File: config.mk
export PLATFORM = sky130hd
export DESIGN_NAME = bcd_operand_entry
export DESIGN_NICKNAME = d
export VERILOG_FILES = /design/src/rtl/bcd_entry_pkg.sv /design/src/rtl/bcd_key_event.sv /design/src/rtl/bcd_operand_entry.sv
export SDC_FILE = /design/constraint.sdc
export NUM_CORES = 1
export LEC_CHECK = 0
export CAP_MARGIN = 20
export CORE_MARGIN = 8
export CORE_UTILIZATION = 40
export CTS_CLUSTER_SIZE = 30
export DETAILED_ROUTE_END_ITERATION = 10
export GPL_TIMING_DRIVEN = 0
export PLACE_DENSITY = 0.74
export SLEW_MARGIN = 15
export SYNTH_ARGS = -nofsm -noshare
export SYNTH_HDL_FRONTEND = slang
export SYNTH_SLANG_ARGS = --single-unit
File: constraint.sdc
create_clock -name hz100 -period 4.9 [get_ports hz100]
set_input_delay 0.98 -clock hz100 [delete_from_list [all_inputs] [get_ports hz100]]
set_output_delay 0.98 -clock hz100 [all_outputs]
set_load 0.03 [all_outputs]
File: src/rtl/bcd_entry_pkg.sv
// Shared types, button indices and helpers for the BCD keypad front end.
// BCD_ENTRY_DEBOUNCE_EN enables the post-event lockout in bcd_key_event.
package bcd_entry_pkg;

  typedef enum logic [1:0] {
    ENTER_A     = 2'd0,
    ENTER_B     = 2'd1,
    SHOW_RESULT = 2'd2
  } state_t;

  typedef enum logic [2:0] {
    KEY_DIGIT,
    KEY_ADD,
    KEY_EQ,
    KEY_CE,
    KEY_CA,
    KEY_NONE
  } key_t;

  localparam int unsigned PB_ADD = 16;
  localparam int unsigned PB_EQ  = 17;
  localparam int unsigned PB_CE  = 18;
  localparam int unsigned PB_CA  = 19;

  localparam int unsigned LOCKOUT_CYCLES = 5;

  // Entry-state enables: digits below the count, plus digit 0 always.
  function automatic logic [3:0] entry_en(input logic [2:0] cnt);
    logic [3:0] en;
    for (int unsigned i = 0; i < 4; i++)
      en[i] = (3'(i) < cnt) || (i == 0);
    return en;
  endfunction

  // Result enables: blank leading zeros, keep digit 0 lit.
  function automatic logic [3:0] result_en(input logic [15:0] r);
    return {|r[15:12], |r[15:8], |r[15:4], 1'b1};
  endfunction

endpackage

File: src/rtl/bcd_key_event.sv
// Push-button synchronizer, rising-edge detect and priority encoder.
// BCD_ENTRY_DEBOUNCE_EN adds a lockout that drops edges after each accepted event.
module bcd_key_event
  import bcd_entry_pkg::*;
(
  input  logic        clk,
  input  logic        rst,
  input  logic [20:0] pb,
  output logic        key_valid,
  output key_t        key,
  output logic [3:0]  digit
);

  logic [20:0] sync1, sync2, prev;
  logic [20:0] rises;
  key_t        key_nx;
  logic [3:0]  digit_nx;
  logic        accept;
  logic        unused_pb;

  assign unused_pb = ^{rises[20], rises[15:10]};
  assign rises     = sync2 & ~prev;

  // Lowest digit wins among digits; later checks override in rising priority.
  always_comb begin
    key_nx   = KEY_NONE;
    digit_nx = '0;
    for (int unsigned i = 10; i > 0; i--) begin
      if (rises[i-1]) begin
        key_nx   = KEY_DIGIT;
        digit_nx = 4'(i - 1);
      end
    end
    if (rises[PB_ADD]) key_nx = KEY_ADD;
    if (rises[PB_EQ])  key_nx = KEY_EQ;
    if (rises[PB_CE])  key_nx = KEY_CE;
    if (rises[PB_CA])  key_nx = KEY_CA;
  end

`ifdef BCD_ENTRY_DEBOUNCE_EN
  logic [2:0] lock;

  assign accept = (key_nx != KEY_NONE) && (lock == '0);

  always_ff @(posedge clk or posedge rst) begin
    if (rst)              lock <= '0;
    else if (accept)      lock <= 3'(LOCKOUT_CYCLES);
    else if (lock != '0)  lock <= lock - 3'd1;
  end
`else
  assign accept = (key_nx != KEY_NONE);
`endif

  always_ff @(posedge clk or posedge rst) begin
    if (rst) begin
      sync1     <= '0;
      sync2     <= '0;
      prev      <= '0;
      key_valid <= 1'b0;
      key       <= KEY_NONE;
      digit     <= '0;
    end else begin
      sync1     <= pb;
      sync2     <= sync1;
      prev      <= sync2;
      key_valid <= accept;
      key       <= accept ? key_nx : KEY_NONE;
      digit     <= digit_nx;
    end
  end

endmodule

File: src/rtl/bcd_operand_entry.sv
// Keypad entry FSM building two BCD operands and latching the adder result.
// Build with BCD_ENTRY_DEBOUNCE_EN to enable key lockout in bcd_key_event.
module bcd_operand_entry
  import bcd_entry_pkg::*;
(
  input  logic        hz100,
  input  logic        reset,
  input  logic [20:0] pb,
  input  logic [15:0] sum,
  input  logic        co,
  output logic [15:0] op_a,
  output logic [15:0] op_b,
  output logic [15:0] disp,
  output logic [3:0]  digit_en,
  output logic        carry,
  output logic [1:0]  state
);

  logic       key_valid;
  key_t       key;
  logic [3:0] digit;

  bcd_key_event u_keys (
    .clk       (hz100),
    .rst       (reset),
    .pb        (pb),
    .key_valid (key_valid),
    .key       (key),
    .digit     (digit)
  );

  state_t      cur, cur_nx;
  logic [15:0] a, a_nx, b, b_nx, res, res_nx;
  logic [2:0]  cnt_a, cnt_a_nx, cnt_b, cnt_b_nx;
  logic        cy, cy_nx;
  logic        do_clear;

  always_ff @(posedge hz100 or posedge reset) begin
    if (reset) begin
      cur   <= ENTER_A;
      a     <= '0;
      b     <= '0;
      res   <= '0;
      cnt_a <= '0;
      cnt_b <= '0;
      cy    <= 1'b0;
    end else begin
      cur   <= cur_nx;
      a     <= a_nx;
      b     <= b_nx;
      res   <= res_nx;
      cnt_a <= cnt_a_nx;
      cnt_b <= cnt_b_nx;
      cy    <= cy_nx;
    end
  end

  // Clear-entry in SHOW_RESULT shares the clear-all path.
  assign do_clear = key_valid &&
                    ((key == KEY_CA) || (key == KEY_CE && cur == SHOW_RESULT));

  always_comb begin
    cur_nx   = cur;
    a_nx     = a;
    b_nx     = b;
    res_nx   = res;
    cnt_a_nx = cnt_a;
    cnt_b_nx = cnt_b;
    cy_nx    = cy;
    if (do_clear) begin
      cur_nx   = ENTER_A;
      a_nx     = '0;
      b_nx     = '0;
      res_nx   = '0;
      cnt_a_nx = '0;
      cnt_b_nx = '0;
      cy_nx    = 1'b0;
    end else if (key_valid) begin
      unique case (cur)
        ENTER_A: begin
          if (key == KEY_DIGIT && cnt_a != 3'd4) begin
            a_nx     = {a[11:0], digit};
            cnt_a_nx = cnt_a + 3'd1;
          end else if (key == KEY_CE && cnt_a != 3'd0) begin
            a_nx     = {4'h0, a[15:4]};
            cnt_a_nx = cnt_a - 3'd1;
          end else if (key == KEY_ADD) begin
            b_nx     = '0;
            cnt_b_nx = '0;
            cur_nx   = ENTER_B;
          end
        end
        ENTER_B: begin
          if (key == KEY_DIGIT && cnt_b != 3'd4) begin
            b_nx     = {b[11:0], digit};
            cnt_b_nx = cnt_b + 3'd1;
          end else if (key == KEY_CE && cnt_b != 3'd0) begin
            b_nx     = {4'h0, b[15:4]};
            cnt_b_nx = cnt_b - 3'd1;
          end else if (key == KEY_EQ) begin
            res_nx = sum;
            cy_nx  = co;
            cur_nx = SHOW_RESULT;
          end else if (key == KEY_ADD) begin
            a_nx     = sum;
            cy_nx    = co;
            b_nx     = '0;
            cnt_b_nx = '0;
          end
        end
        SHOW_RESULT: begin
          if (key == KEY_DIGIT) begin
            a_nx     = {12'h000, digit};
            cnt_a_nx = 3'd1;
            b_nx     = '0;
            cnt_b_nx = '0;
            cy_nx    = 1'b0;
            cur_nx   = ENTER_A;
          end else if (key == KEY_ADD) begin
            a_nx     = res;
            cnt_a_nx = 3'd4;
            b_nx     = '0;
            cnt_b_nx = '0;
            cur_nx   = ENTER_B;
          end
        end
        default: cur_nx = ENTER_A;
      endcase
    end
  end

  always_comb begin
    op_a  = a;
    op_b  = b;
    carry = cy;
    state = cur;
    unique case (cur)
      ENTER_A: begin
        disp     = a;
        digit_en = entry_en(cnt_a);
      end
      ENTER_B: begin
        disp     = b;
        digit_en = entry_en(cnt_b);
      end
      SHOW_RESULT: begin
        disp     = res;
        digit_en = result_en(res);
      end
      default: begin
        disp     = '0;
        digit_en = 4'b0001;
      end
    endcase
  end

endmodule

==> impl_summary.md <==
Yosys
The net count of the mapped netlist is 579. The simple-gate share of the synthesized area is 13.66%. The portion of synthesized area spent on multiplexers is between 5 and 6%. Summing the areas of all compound-gate instances in the mapped netlist gives 22.76% of the synthesized area. The mean post-synth cell area is slightly above 10 µm².

Of the total synthesized cell area, the portion taken by XOR and XNOR cells is 0.6429%. Of the synthesized area, sequential elements account for 49.18%. Summing every instance area after synthesis gives approximately 5400 µm². The gate count of the mapped netlist is 527. The area fraction of the dominant cell type after synthesis is approximately 48%.

The number of warnings reported in the yosys synthesis log is 0. Summing the areas of all fa, ha and maj instances in the mapped netlist gives 2.755% of the synthesized area. For this run, the leading register cell type out of synthesis is dfrtp_1. In the post-synthesis netlist, the biggest area contributors are dfrtp_1 (48%), mux2_2 (3.3%), a222oi_1 (3.1%). Summed over all instances, the cell type with the most area after synthesis is dfrtp_1. The count of cell types in the netlist is 64. The count of flip-flops with a built-in enable after synthesis is 0. After synthesis, the largest family of logic cells by area is compound AO/OA/AOI/OAI gates. The synthesized design contains 107 register bits. The proportion of synthesized flip-flops having asynchronous set or reset is 100.0%.

Flow run
Max-cap violations in this run came to 0.

Placed design
The post-place instance area is around 6600 µm². The worst slack at placement is 0.3052 ns. The number of placed cells counting well taps is a little under 800. The number of buffers added on ports is 86.

At the end of routability-driven placement, the weighted congestion stood at slightly above 0.9. After legalization and detailed placement, the total HPWL measured approximately 12 mm.

Worst setup path
The worst setup path is captured at a primary output. In this run the worst path has a maximum fanout of 19. The class of the most critical setup path is register to primary output.

For this design, the slowest cell found on the critical path is clkdlybuf4s50_1. The slack of the worst reg-to-reg path is roughly 2.0 ns. The worst register-to-register path has a depth of 9. The most frequent cell on the critical path is buf_2. The buffer and inverter count on the worst path is 5.

In this run the critical register-to-register path is launched from state[1]$_DFFE_PP0P_. The largest single stage delay on the critical path is approximately 0.73 ns. The arrival time reported for the critical path endpoint is 3.57 ns. The kind of cell adding the most delay to the critical path is buffers and inverters. The capture instance of the worst register-to-register path is cnt_b[2]$_DFFE_PP0P_. The kind of start point of the critical path is a register. Walking the worst path, the cells encountered are inv_1 > ha_1 > clkbuf_1 > buf_2 > buf_2 > o41ai_1 > a41oi_1 > clkdlybuf4s50_1.

The required time reported for the critical path endpoint is 3.92 ns.

Timing
The smallest clock period supported by the final layout is computed as 4.547 ns. Setup violations remaining at the end of the flow were counted as 0. The final clock skew is 0.01076 ns.

For the final routed database, the setup TNS stands at 0 ns. Headroom to the max-slew limit came out at 54.42%. The slack of the critical path is 0.3532 ns. The number of max-slew violations in the final report is 0. The top achievable clock speed is 219.9 MHz. At the pin with the least slew margin, the transition time is approximately 0.68 ns. The number of endpoints with negative hold slack in the final report is 0. Setup repair after global routing left no endpoint under its margin. The hold slack is around 0.35 ns. Of the available clock period, the critical path in the final layout requires 92.79%.

Worst hold path
The worst hold path terminates at u_keys.sync2[9]$_DFF_PP0_. The worst hold path passes through 0 cells. The startpoint identified for the worst hold timing path is u_keys.sync1[9]$_DFF_PP0_.

The path class of the lowest-slack min-delay path is register to register.

Clock tree
The clock tree from TritonCTS is done. The number of clock sinks is about 110. The CTS root buffer is clkbuf_16.

The post-cts sizing count is 0. Buffers inserted during clock tree synthesis total 9. For the worst-skew pair, the clock arrives at the later sink with an insertion delay of about 0.37 ns. The H-tree was split into 3 levels.

Clock-pin slew was measured on the worst setup and hold paths at 0.08 ns. The number of hold buffers added after CTS is 0. The number of buffers inserted to repair setup after CTS is 0. In this run the deepest clock path goes through 2 buffers.

Power
After layout, the design draws a total of 4.177 mW. The worst IR drop on VDD is 0.3707 mV. Net switching is ~45% of the power. The net switching power is 1.891 mW. The combinational fraction of design power is ~53%.

The internal portion of the total power is roughly 2.3 mW. The total power density per cell area is roughly 610 nW/µm². The leakage component of the power is 2.858 nW. The fraction of power consumed by the clock network is 18.4%. The portion of total power attributed to sequential cells is 28.9%.

Routing
After detailed routing, the average wire length per cell comes to ~21 µm. Using the TritonRoute via totals, the vias-per-cell ratio works out to 5.933. Wires add up to between 15 and 20 mm.

The detailed-routing iteration count for the pre-antenna-repair pass is 6. The detailed router placed 4776 vias in this run. The DRC violation count after routing is 0. In this run, the number of DRC markers left after iteration 0 of detailed routing was 567. The count of nets left with antenna violations once routing finished came out at 0.

Layout
Counting the fill cells in the layout gives 1206. The number of diodes added for antenna fixing is 0. The area added between synthesis and finish is 26.27%. Once layout is complete, the utilization of the core stands at 51.75%. The proportion of layout cells with a drive suffix above 1 is 10.02%. Once layout is complete, the cells apart from fillers number 805. The finished cells cover 6880 µm². The total number of nets in the final design is 676.

Global route
The residual overflow from global routing is 0. Global routing consumed, over all layers together, about a fifth of the routing resources. Entering global routing, the biggest net connects 83 pins. The number of antenna violations at the first check in global routing is 0. The first global-routing pass estimated 26.90 mm of wire. The via count of the first global-routing pass was 4749.

Die
The site row count is 42. The core region is 13300 µm². Pin placement for this block handled 95 I/O pins. For this configuration, the core starts out at a cell density of 40.98%. The floorplan die height is 132.7 µm. The width of the die is 132.7 µm. The die outline area is roughly 18000 µm².

Status
The flow ran to the end, and the final reports show no timing, DRC or antenna violations.
==> state kept, by name, indices dropped and copies added (netlist names) <==
register          cells
u_keys.sync1         14
carry                 1
u_keys.key_valid      1
res                  16
cnt_b                 3
u_keys.key            3
state                 2
op_a                 16
u_keys.sync2         14
cnt_a                 3
op_b                 16
u_keys.digit          4
u_keys.prev          14
==> synth_stat cells, types with 14 or more instances <==
library cell,instances
a311oi_1,15
buf_2,16
inv_1,32
nand2b_1,15
nor2_1,36
nand2_1,39
mux2_2,16
o22ai_1,18
nor2b_1,24
clkbuf_1,19
a211oi_1,14
a21oi_1,16
a222oi_1,17
dfrtp_1,105
==> cell type report <==
class | instances | area, µm² | area share, %
Sequential cell | 107 | 2680 | 38.95
Inverter | 33 | 128.9 | 1.873
Clock inverter | 7 | 96.34 | 1.400
Multi-Input combinational cell | 348 | 2464 | 35.81
Tap cell | 176 | 220.2 | 3.201
Buffer | 38 | 177.7 | 2.582
Timing Repair Buffer | 87 | 888.4 | 12.91
Clock buffer | 9 | 225.2 | 3.273
==> how the worst max path moves through the flow <==
| stage | startpoint | endpoint | slack (ns) | cells after the start |
|---|---|---|---|---|
| final | state[0]$_DFFE_PP0P_ | digit_en[1] | 0.35 | 8 |
| after global routing | state[0]$_DFFE_PP0P_ | digit_en[1] | 0.15 | 8 |
| after CTS | state[0]$_DFFE_PP0P_ | digit_en[1] | 0.37 | 8 |
| after detailed placement | state[0]$_DFFE_PP0P_ | digit_en[1] | 0.31 | 9 |
| after global placement | reset | op_a[14]$_DFFE_PP0P_ | -0.40 | 2 |
| after floorplan | reset | carry$_DFFE_PP0P_ | 1.11 | 1 |
==> kinds of logic after synthesis <==
family | Yosys count
compound gates | 159
mux | 27
buf+inv | 72
flops | 107
xor+xnor | 4
fa+ha+maj | 12
simple gates | 145
other cells | 1
==> layout by cell type, fill, tap and decap left out, types with 5 or more instances in the layout <==
master,count
ha_1,12
o21ai_0,12
o22ai_1,18
and3_1,5
dfrtp_1,105
a31oi_1,7
clkbuf_1,19
a211oi_1,14
buf_2,16
a21oi_1,16
nand2b_1,15
nand2_1,39
a22o_1,9
nor2_1,36
a22oi_1,12
mux2i_1,11
clkdlybuf4s50_1,86
a222oi_1,17
mux2_2,16
nor2b_1,24
inv_1,31
nor3_1,5
clkbuf_16,9
a311oi_1,15
nand3_1,7
==> metal layers <==
layer | up-vias | routed length, µm | global-route usage, %
li1 | 2134 | - | -
met1 | 2343 | 6979 | 25.11
met2 | 272 | 7964 | 30.24
met3 | 27 | 1677 | 5.905
met4 | 0 | 365 | 5.615
met5 | - | 0 | 0
==> power by group through the flow <==
stage	sequential [mW]	clock [mW]	combinational (mW)
4_1_cts	1.20	0.783	2.19
3_3_place_gp	1.21	0	2.14
5_1_grt	1.22	0.816	2.35
3_5_place_dp	1.21	0	2.18
2_1_floorplan	1.29	0	1.32
6_report	1.21	0.767	2.20
Power figures use the tool's default switching activity.
